<file path="src/rtl/riscv_decode.sv">
// riscv_decode: RV32I decode stage sitting directly after fetch.
//
// Takes one instruction word plus its PC per handshake, splits it into
// register indices, a sign-extended immediate, an ALU operation code and
// instruction-class flags, and holds the result in a single-entry pipeline
// register that feeds execute/control.
//
// Ports
//   clk, reset          core clock; asynchronous active-low reset
//   flush_i             drop the held entry and any instruction offered now
//   instr_valid_i/_ready_o, instr_i, pc_i   upstream (fetch) handshake
//   out_valid_o/out_ready_i                 downstream handshake
//   pc_o, rd_o, rs1_o, rs2_o, funct3_o, imm_o, alu_op_o, alu_src_imm_o,
//   reg_we_o, is_*_o, illegal_o             registered decode results
//
// Handshake: a beat moves on a rising edge when valid && ready are both 1
// in the cycle before that edge. valid never depends on ready; once
// out_valid_o is raised the entry and all its fields stay frozen until it
// is consumed (out_ready_i=1), flushed, or reset. instr_ready_o is
// combinational: the entry slot is free when empty or draining this cycle.

module riscv_decode #(
  parameter int unsigned     XLEN         = 32,
  parameter logic [XLEN-1:0] RESET_PC_TAG = '0
) (
  input  logic            clk,
  input  logic            reset,
  input  logic            flush_i,
  input  logic            instr_valid_i,
  output logic            instr_ready_o,
  input  logic [31:0]     instr_i,
  input  logic [XLEN-1:0] pc_i,
  output logic            out_valid_o,
  input  logic            out_ready_i,
  output logic [XLEN-1:0] pc_o,
  output logic [4:0]      rd_o,
  output logic [4:0]      rs1_o,
  output logic [4:0]      rs2_o,
  output logic [2:0]      funct3_o,
  output logic [31:0]     imm_o,
  output logic [3:0]      alu_op_o,
  output logic            alu_src_imm_o,
  output logic            reg_we_o,
  output logic            is_load_o,
  output logic            is_store_o,
  output logic            is_branch_o,
  output logic            is_jal_o,
  output logic            is_jalr_o,
  output logic            is_lui_o,
  output logic            is_auipc_o,
  output logic            illegal_o
);

  localparam logic [6:0] OPC_OP     = 7'b0110011;
  localparam logic [6:0] OPC_OP_IMM = 7'b0010011;
  localparam logic [6:0] OPC_LOAD   = 7'b0000011;
  localparam logic [6:0] OPC_STORE  = 7'b0100011;
  localparam logic [6:0] OPC_BRANCH = 7'b1100011;
  localparam logic [6:0] OPC_JAL    = 7'b1101111;
  localparam logic [6:0] OPC_JALR   = 7'b1100111;
  localparam logic [6:0] OPC_LUI    = 7'b0110111;
  localparam logic [6:0] OPC_AUIPC  = 7'b0010111;

  localparam logic [3:0] ALU_ADD   = 4'd0;
  localparam logic [3:0] ALU_SUB   = 4'd1;
  localparam logic [3:0] ALU_SRA   = 4'd7;
  localparam logic [3:0] ALU_PASSB = 4'd10;

  // funct3 -> base ALU op; the SUB/SRA alternates are applied by the caller
  function automatic logic [3:0] alu_base(input logic [2:0] f3);
    case (f3)
      3'b000:  alu_base = 4'd0;  // ADD
      3'b001:  alu_base = 4'd2;  // SLL
      3'b010:  alu_base = 4'd3;  // SLT
      3'b011:  alu_base = 4'd4;  // SLTU
      3'b100:  alu_base = 4'd5;  // XOR
      3'b101:  alu_base = 4'd6;  // SRL
      3'b110:  alu_base = 4'd8;  // OR
      default: alu_base = 4'd9;  // AND
    endcase
  endfunction

  logic [6:0] opcode;
  logic [2:0] f3;
  logic [6:0] f7;
  assign opcode = instr_i[6:0];
  assign f3     = instr_i[14:12];
  assign f7     = instr_i[31:25];

  // Combinational decode of the offered word
  logic [31:0] imm_d;
  logic [3:0]  alu_op_d;
  logic        src_imm_d, we_d, illegal_d;
  logic        load_d, store_d, branch_d, jal_d, jalr_d, lui_d, auipc_d;

  always_comb begin
    imm_d     = '0;
    alu_op_d  = ALU_ADD;
    src_imm_d = 1'b1;
    we_d      = 1'b0;
    illegal_d = 1'b0;
    load_d    = 1'b0;
    store_d   = 1'b0;
    branch_d  = 1'b0;
    jal_d     = 1'b0;
    jalr_d    = 1'b0;
    lui_d     = 1'b0;
    auipc_d   = 1'b0;
    case (opcode)
      OPC_OP: begin
        src_imm_d = 1'b0;
        we_d      = 1'b1;
        alu_op_d  = alu_base(f3);
        if (f7 == 7'b0100000) begin
          if (f3 == 3'b000)      alu_op_d = ALU_SUB;
          else if (f3 == 3'b101) alu_op_d = ALU_SRA;
          else                   illegal_d = 1'b1;
        end else if (f7 != 7'b0000000) begin
          illegal_d = 1'b1;
        end
      end
      OPC_OP_IMM: begin
        imm_d    = {{20{instr_i[31]}}, instr_i[31:20]};
        we_d     = 1'b1;
        alu_op_d = alu_base(f3);
        // funct7 only means something for the shift forms
        if (f3 == 3'b001 && f7 != 7'b0000000) illegal_d = 1'b1;
        if (f3 == 3'b101) begin
          if (f7 == 7'b0100000)      alu_op_d  = ALU_SRA;
          else if (f7 != 7'b0000000) illegal_d = 1'b1;
        end
      end
      OPC_LOAD: begin
        imm_d     = {{20{instr_i[31]}}, instr_i[31:20]};
        we_d      = 1'b1;
        load_d    = 1'b1;
        illegal_d = (f3 == 3'b011) || (f3 == 3'b110) || (f3 == 3'b111);
      end
      OPC_STORE: begin
        imm_d     = {{20{instr_i[31]}}, instr_i[31:25], instr_i[11:7]};
        store_d   = 1'b1;
        illegal_d = (f3 > 3'b010);
      end
      OPC_BRANCH: begin
        imm_d     = {{19{instr_i[31]}}, instr_i[31], instr_i[7],
                     instr_i[30:25], instr_i[11:8], 1'b0};
        alu_op_d  = ALU_SUB;
        src_imm_d = 1'b0;
        branch_d  = 1'b1;
        illegal_d = (f3 == 3'b010) || (f3 == 3'b011);
      end
      OPC_JAL: begin
        imm_d = {{11{instr_i[31]}}, instr_i[31], instr_i[19:12],
                 instr_i[20], instr_i[30:21], 1'b0};
        we_d  = 1'b1;
        jal_d = 1'b1;
      end
      OPC_JALR: begin
        imm_d     = {{20{instr_i[31]}}, instr_i[31:20]};
        we_d      = 1'b1;
        jalr_d    = 1'b1;
        illegal_d = (f3 != 3'b000);
      end
      OPC_LUI: begin
        imm_d    = {instr_i[31:12], 12'b0};
        alu_op_d = ALU_PASSB;
        we_d     = 1'b1;
        lui_d    = 1'b1;
      end
      OPC_AUIPC: begin
        imm_d   = {instr_i[31:12], 12'b0};
        we_d    = 1'b1;
        auipc_d = 1'b1;
      end
      default: illegal_d = 1'b1;
    endcase

    if (instr_i[1:0] != 2'b11) illegal_d = 1'b1;

    // An illegal entry still flows so control can trap, but it must not
    // look like any class nor write the register file.
    if (illegal_d) begin
      we_d     = 1'b0;
      load_d   = 1'b0;
      store_d  = 1'b0;
      branch_d = 1'b0;
      jal_d    = 1'b0;
      jalr_d   = 1'b0;
      lui_d    = 1'b0;
      auipc_d  = 1'b0;
    end
    if (instr_i[11:7] == 5'd0) we_d = 1'b0;
  end

  // Entry register
  logic            valid_q;
  logic [XLEN-1:0] pc_q;
  logic [4:0]      rd_q, rs1_q, rs2_q;
  logic [2:0]      f3_q;
  logic [31:0]     imm_q;
  logic [3:0]      alu_op_q;
  logic            src_imm_q, we_q, illegal_q;
  logic            load_q, store_q, branch_q, jal_q, jalr_q, lui_q, auipc_q;
  logic            accept;

  assign instr_ready_o = !valid_q || out_ready_i;
  assign accept        = instr_valid_i && instr_ready_o;

  always_ff @(posedge clk or negedge reset) begin
    if (!reset) begin
      valid_q   <= 1'b0;
      pc_q      <= RESET_PC_TAG;
      rd_q      <= '0;
      rs1_q     <= '0;
      rs2_q     <= '0;
      f3_q      <= '0;
      imm_q     <= '0;
      alu_op_q  <= '0;
      src_imm_q <= 1'b0;
      we_q      <= 1'b0;
      illegal_q <= 1'b0;
      load_q    <= 1'b0;
      store_q   <= 1'b0;
      branch_q  <= 1'b0;
      jal_q     <= 1'b0;
      jalr_q    <= 1'b0;
      lui_q     <= 1'b0;
      auipc_q   <= 1'b0;
    end else if (flush_i) begin
      valid_q <= 1'b0;  // beats both consume and accept
    end else if (accept) begin
      valid_q   <= 1'b1;
      pc_q      <= pc_i;
      rd_q      <= instr_i[11:7];
      rs1_q     <= instr_i[19:15];
      rs2_q     <= instr_i[24:20];
      f3_q      <= f3;
      imm_q     <= imm_d;
      alu_op_q  <= alu_op_d;
      src_imm_q <= src_imm_d;
      we_q      <= we_d;
      illegal_q <= illegal_d;
      load_q    <= load_d;
      store_q   <= store_d;
      branch_q  <= branch_d;
      jal_q     <= jal_d;
      jalr_q    <= jalr_d;
      lui_q     <= lui_d;
      auipc_q   <= auipc_d;
    end else if (valid_q && out_ready_i) begin
      valid_q <= 1'b0;
    end
  end

  assign out_valid_o   = valid_q;
  assign pc_o          = pc_q;
  assign rd_o          = rd_q;
  assign rs1_o         = rs1_q;
  assign rs2_o         = rs2_q;
  assign funct3_o      = f3_q;
  assign imm_o         = imm_q;
  assign alu_op_o      = alu_op_q;
  assign alu_src_imm_o = src_imm_q;
  assign reg_we_o      = we_q;
  assign illegal_o     = illegal_q;
  assign is_load_o     = load_q;
  assign is_store_o    = store_q;
  assign is_branch_o   = branch_q;
  assign is_jal_o      = jal_q;
  assign is_jalr_o     = jalr_q;
  assign is_lui_o      = lui_q;
  assign is_auipc_o    = auipc_q;

endmodule
</file>
<file path="config.mk">
export PLATFORM = sky130hd
export DESIGN_NAME = riscv_decode
export DESIGN_NICKNAME = d
export VERILOG_FILES = /design/src/rtl/riscv_decode.sv
export SDC_FILE = /design/constraint.sdc
export NUM_CORES = 1
export LEC_CHECK = 0
export BUFFER_PORTS_ARGS = -buffer_cell sky130_fd_sc_hd__buf_2
export CAP_MARGIN = 20
export CORE_ASPECT_RATIO = 0.75
export CORE_MARGIN = 2
export CORE_UTILIZATION = 45
export DETAILED_ROUTE_END_ITERATION = 10
export PLACE_DENSITY = 0.75
export SETUP_SLACK_MARGIN = 0.4
export SYNTH_ARGS = -nofsm -noshare
export SYNTH_HDL_FRONTEND = slang
export SYNTH_SLANG_ARGS = --single-unit
</file>
<file path="constraint.sdc">
create_clock -name clk -period 1.7 [get_ports clk]
set_input_delay 0.085 -clock clk [delete_from_list [all_inputs] [get_ports clk]]
set_output_delay 0.085 -clock clk [all_outputs]
set_load 0.05 [all_outputs]
</file>
# After elaboration in Yosys (flattened, before gate mapping)
# Index checks and enable logic that the tools add are counted.
[classes]
addsub = 0
mul = 0
n_div = 0
order_cmp = 1
n_eq_ne = 18
shifts = 0
n_mux = 39
bitwise_logic = 1
reduce_logical = 19
[ops]
columns = ["op", "n"]
rows = [
  ["one-hot mux 32 bit (5 select lines)", 1],
  ["2-to-1 mux 1 bit", 30],
  ["equality test 7 x 6 -> 1 bit, second input constant", 4],
  ["one-hot mux 4 bit (7 select lines)", 1],
  ["equality test 7 bit, second input constant", 3],
  ["2-to-1 mux 4 bit", 5],
  ["one-hot mux 4 bit (4 select lines)", 1],
  ["equality test 7 x 5 -> 1 bit, second input constant", 2],
  ["equality test 3 bit, second input constant", 4],
  ["equality test 7 x 2 -> 1 bit, second input constant", 1],
  ["one-hot mux 1 bit (7 select lines)", 1],
  ["nonzero test 7 bit", 1],
  ["OR reduction 7 bit", 1],
  ["equality test 3 x 2 -> 1 bit, second input constant", 2],
  ["nonzero test 3 bit", 2],
  ["OR reduction 3 bit", 2],
  ["zero test 5 bit", 1],
  ["logical OR 1 bit", 4],
  ["OR reduction 2 bit", 2],
  ["equality test 3 x 1 -> 1 bit, second input constant", 1],
  ["greater-than comparator 3 x 2 -> 1 bit, second input constant", 1],
  ["logical AND 1 bit", 3],
  ["zero test 3 bit", 1],
  ["!= test 2 bit, second input constant", 1],
  ["3 further kinds", 3],
]
[word_totals]
ff_bits = 97
latchBits = 0
ram_bits = 0
mem_bits_ro = 0
out_inout_bits = 98
wordCells = 96
n_memories = 0

# Depth between registers and ports, before layout
[logic_depth]
depth_word = 10
mapped_depth = 8
mapped_depth_nobuf = 6

# Least setup slack after synthesis
# Ideal clock, no wire load.
[synth_path]
kind = "register to register"
startpoint = "register valid_q (netlist: out_valid_o)"
endpoint = "register imm_q[10] (netlist: imm_o[10])"
setup_ns = 0.068
arrival_ns = 2.194
required_time_ns = 1.632
setup_slack_ns = -0.562
path_stages_with_launch = 7
path_buffers = 1
synth_period_minus_slack_ns = 2.262
path_cell_list = "dfrtp_1 -> nor2b_1 -> inv_1 -> nand3b_1 -> buf_2 -> a211oi_1 -> a22o_1"
[synth_between]
elab_chain_cells = 4
[synth_lines]
columns = ["element", "line_no", "source"]
rows = [
  ["from (decl)", "196", "logic valid_q;"],
  ["from (signal assigned)", "211", "valid_q <= 1'b0;"],
  ["from (signal assigned)", "230", "valid_q <= 1'b0;"],
  ["from (signal assigned)", "232", "valid_q <= 1'b1;"],
  ["zero test 1 bit", "206", "assign instr_ready_o = !valid_q || out_ready_i;"],
  ["logical OR 1 bit", "206", ""],
  ["named net instr_ready_o", "30", "output logic instr_ready_o,"],
  ["logical AND 1 bit", "207", "assign accept = instr_valid_i && instr_ready_o;"],
  ["AND reduction 2 bit (no line)", "n/a", ""],
  ["to (signal assigned)", "238", "imm_q <= imm_d;"],
  ["to (decl)", "200", "logic [31:0] imm_q;"],
]
# The timed path passes the listed nets, and every way through them passes these cells.
# A chain may end at the register's enable or synchronous reset.

# Final worst setup path
[layout_path]
startpoint = "register valid_q (netlist: out_valid_o)"
endpoint = "register pc_q[2] (netlist: pc_o[2])"
[layout_between]
elab_chain_cells = 4
[layout_lines]
columns = ["element", "line_no", "source"]
rows = [
  ["zero test 1 bit", "206", ""],
  ["logical OR 1 bit", "206", ""],
  ["logical AND 1 bit", "207", ""],
  ["AND reduction 2 bit (no line)", "n/a", ""],
  ["to (signal assigned)", "233", "pc_q <= pc_i;"],
  ["to (decl)", "197", "logic [XLEN-1:0] pc_q;"],
]
# No other way between the ends.

==> impl_metrics.csv <==
group,metric,value,unit
detailed_routing,drt_iter0_drc,352,
hold_path,timing.hold.worst_endpoint,"out_valid_o",
cts,ctsLongestPathBuffers,2,
yosys,biggest_area_contributors_in_the_synthesized_netlist,"dfrtp_1 58%, nand2_1 18%, o21ai_0 3.3%",
die,die_h,87.6,um
place,hpwlAfterDp,9020,um
timing,report.final.slew_viol_count,0,
power,leakagePower,3.64,nW
final_layout,post_layout_net_count,790,
timing,period_share,91.1,%
yosys,post-synth-top-area-cell,"dfrtp_1",
place,portBuffers,166,
hold_path,timing.hold.worst.class,"input port to flip-flop",
detailed_routing,drt_pass1_iterations,6,
run_status,run_status,"completed",
final_layout,stdcell_count,854,
critical_path,cp_buf_inv_count,5,
cts,path_clk_slew,80,ps
global_routing,grt_max_degree,39,
critical_path,worstSetupPathType,"flip-flop to flip-flop",
run,max_cap_viol_count,0,
global_routing,grt_first_pass_wirelength,21700,um
critical_path,startpoint_type,"flip-flop",
yosys,mappedNetlistNets,539,
final_layout,drive_gt1_share,47.5,%
detailed_routing,route.final.wire_length,16700,um
critical_path,arrival,1780,ps
global_routing,grt_util_all_layers,28.2,%
cts,clk-insertion-delay-late,360,ps
hold_path,number_of_stages_on_the_worst_hold_path,3,
yosys,synth-seq-cells,97,
cts,ctsRootBufferMaster,"clkbuf_16",
timing,worst_slew_margin_rel,60.8,%
yosys,synth_cell_type_count,48,
critical_path,worstReg2RegStart,"out_valid_o",
global_routing,global_route.overflow_total,0,
yosys,synth_top_area_share,57.9,%
die,io_pins,167,
cts,tritoncts_num_sinks,97,
yosys,postSynth.asyncResetShare,100,%
die,floorplan.die.width,115,um
detailed_routing,remaining_drc_errors,0,
cts,cts_max_level,3,
critical_path,crit_path_cell_trace,"nor2b_4 > inv_4 > nand3b_1 > buf_6 > buf_6 > buf_12 > buf_16 > nand2_1 > nand2_1",
critical_path,family_with_the_most_delay_on_the_worst_path,"buffers and inverters",
critical_path,critical-path-slowest-cell,"dfrtp_2",
critical_path,timing.critical_path.to_type,"flip-flop",
yosys,dominantRegCellSynth,"dfrtp_1",
yosys,postSynthCellCount,470,
detailed_routing,detail_route.vias_per_cell,5.43,
hold_path,hold_path.startpoint,"instr_valid_i",
timing,timing_hold_violations_final,0,
timing,finalSetupViolCount,0,
timing,hold_slack,6.47,ps
critical_path,rr_worst_depth,9,
timing,setup-tns-final,0,ps
cts,tritoncts_clock_tree,"yes",
critical_path,reg2reg_end,"pc_o[2]",
die,initial_cell_density_of_the_core,46.4,%
detailed_routing,final_antenna_net_count,0,
timing,maximum_achievable_frequency,646,MHz
final_layout,n_antenna_cell,0,
yosys,post_synth.cell_area_avg,8.93,um^2
die,fp.coreArea,0.00905,mm^2
global_routing,grt_antenna_before_repair,0,
place,last_weighted_congestion_value_of_the_routability_driven_placer,0.946,
die,rows,30,
detailed_routing,routed-via-count,4634,
critical_path,ff2ff_setup_slack,150,ps
yosys,synth-edff-count,0,
detailed_routing,detail_route.wl_per_cell,19.6,um
power,power.density,971,mW/mm^2
yosys,synth-seq-area-share,57.9,%
timing,fin_skew,10.7,ps
timing,tightest_slew,582,ps
die,die-area,0.0101,mm^2
power,vdd_drop_max,0.570,mV
place,placed_cells_incl_taps,760,
critical_path,critical-path-max-stage-delay,410,ps
final_layout,area_growth,70.5,%
critical_path,critical_path_required,1930,ps
yosys,synth_warnings,0,
cts,cts_inserted_buffers,9,
global_routing,first_global_vias,4385,
critical_path,path_max_fanout,7,
timing,unrepaired_setup_endpoints_after_global_routing,"yes",
timing,final.min_clock_period,1550,ps
yosys,post_synthesis_instance_area,0.00420,mm^2
[per-stage QoR]
| step | util [%] | setup WS (ps) | total power, mW | area [um^2] |
|---|---|---|---|---|
| final | 79.1 | 152 | 6.95 | 7150 |
| after global routing | 79.1 | 108 | 7.16 | 7150 |
| after CTS | 71.6 | 195 | 6.61 | 6470 |
| after floorplan | - | 36.8 | 3.78 | 4310 |
| after global placement | 59.1 | 85.6 | 4.25 | 5350 |
| after detailed placement | 59.1 | 45.1 | 4.29 | 5350 |
[registers in the layout, summed over array words and instances, names as in the netlist]
| name | flops |
|---|---|
| illegal_o | 1 |
| rs1_o | 5 |
| is_jalr_o | 1 |
| imm_o | 32 |
| alu_op_o | 4 |
| pc_o | 32 |
| is_auipc_o | 1 |
| alu_src_imm_o | 1 |
| rd_o | 5 |
| funct3_o | 3 |
| is_lui_o | 1 |
| out_valid_o | 1 |
| rs2_o | 5 |
| is_store_o | 1 |
| is_branch_o | 1 |
| is_load_o | 1 |
| is_jal_o | 1 |
| reg_we_o | 1 |
[metal layers]
| layer | global-route usage, % | share of wire (%) | up-vias |
|---|---|---|---|
| li1 | - | - | 2061 |
| met1 | 35.1 | 40 | 2252 |
| met2 | 46.4 | 48 | 263 |
| met3 | 8.30 | 9.0 | 58 |
| met4 | 11.5 | 3.4 | 0 |
| met5 | 0 | 0 | - |
[kinds of logic (layout without fill, tap and decap cells)]
logic type      Yosys count  in the layout  share of synthesized area (%)
flops                    97             97                           57.9
buf+inv                  32            288                           3.37
mux                       1              1                          0.239
simple gates            250            250                           24.3
xor+xnor                  2              2                          0.418
compound gates           88             88                           13.8
[final cells by class]
cell class	count	area, um^2
multi-input combinational	341	2080
clock inverter	6	71.3
sequential	97	2430
tap	128	160
timing repair buffer	268	2160
clock buffer	10	239
fill	590	1890
inverter	4	17.5
[synthesized netlist by cell type (all sizes together), types with 2 or more instances]
cell / n
o211ai: 2
dfrtp: 97
nand3: 6
a22o: 7
nor2: 26
nor2b: 4
buf: 17
clkbuf: 11
o21ai: 29
inv: 4
a21o: 2
a211oi: 4
a22oi: 4
o21bai: 2
a21oi: 24
nand2: 199
a211o: 2
nand3b: 2
a32oi: 2
nand2b: 3
[where the power goes]
| part | switching (mW) | total, mW | leakage [nW] | internal (mW) |
|---|---|---|---|---|
| clock | 0.953 | 2.15 | 0.151 | 1.20 |
| combinational | 1.41 | 2.08 | 2.24 | 0.669 |
| sequential | 0.192 | 2.71 | 1.24 | 2.52 |
[tightest hold or removal path, cell delays in order]
cell and delay, ps:
buf_2 110, nor2_1 50, nor2_1 80
[worst max path at each step]
| stage | from | endpoint | slack (ps) | cells past startpoint |
|---|---|---|---|---|
| after floorplan | out_valid_o | imm_o[22] | 40 | 6 |
| after global placement | out_valid_o | imm_o[7] | 90 | 6 |
| after detailed placement | out_valid_o | imm_o[6] | 50 | 6 |
| after CTS | out_valid_o | imm_o[9] | 200 | 7 |
| after global routing | out_valid_o | pc_o[2] | 110 | 9 |
| final | out_valid_o | pc_o[2] | 150 | 9 |
[cells in the final DEF (no fill, tap or decap), types with 20 or more instances in the layout]
cell and instances:
buf_2 165, nand2_1 106, dfrtp_1 96, nand2_2 64
dlygate4sd3_1 49, nand2_4 29, nor2_1 26, a21oi_1 22
o21ai_1 20
[timing repair]
| item | in CTS | in global routing |
|---|---|---|
| hold buffers | 49 | 0 |
| endpoints found under the setup margin | 96 | 97 |
| endpoints found under the hold margin | 83 | 0 |
| resized for setup | 35 | 128 |
| pin swaps | 19 | 66 |
| setup buffers | 12 | 1 |
| cloned | 5 | 11 |
No activity file was read; power rests on OpenSTA's default activity.
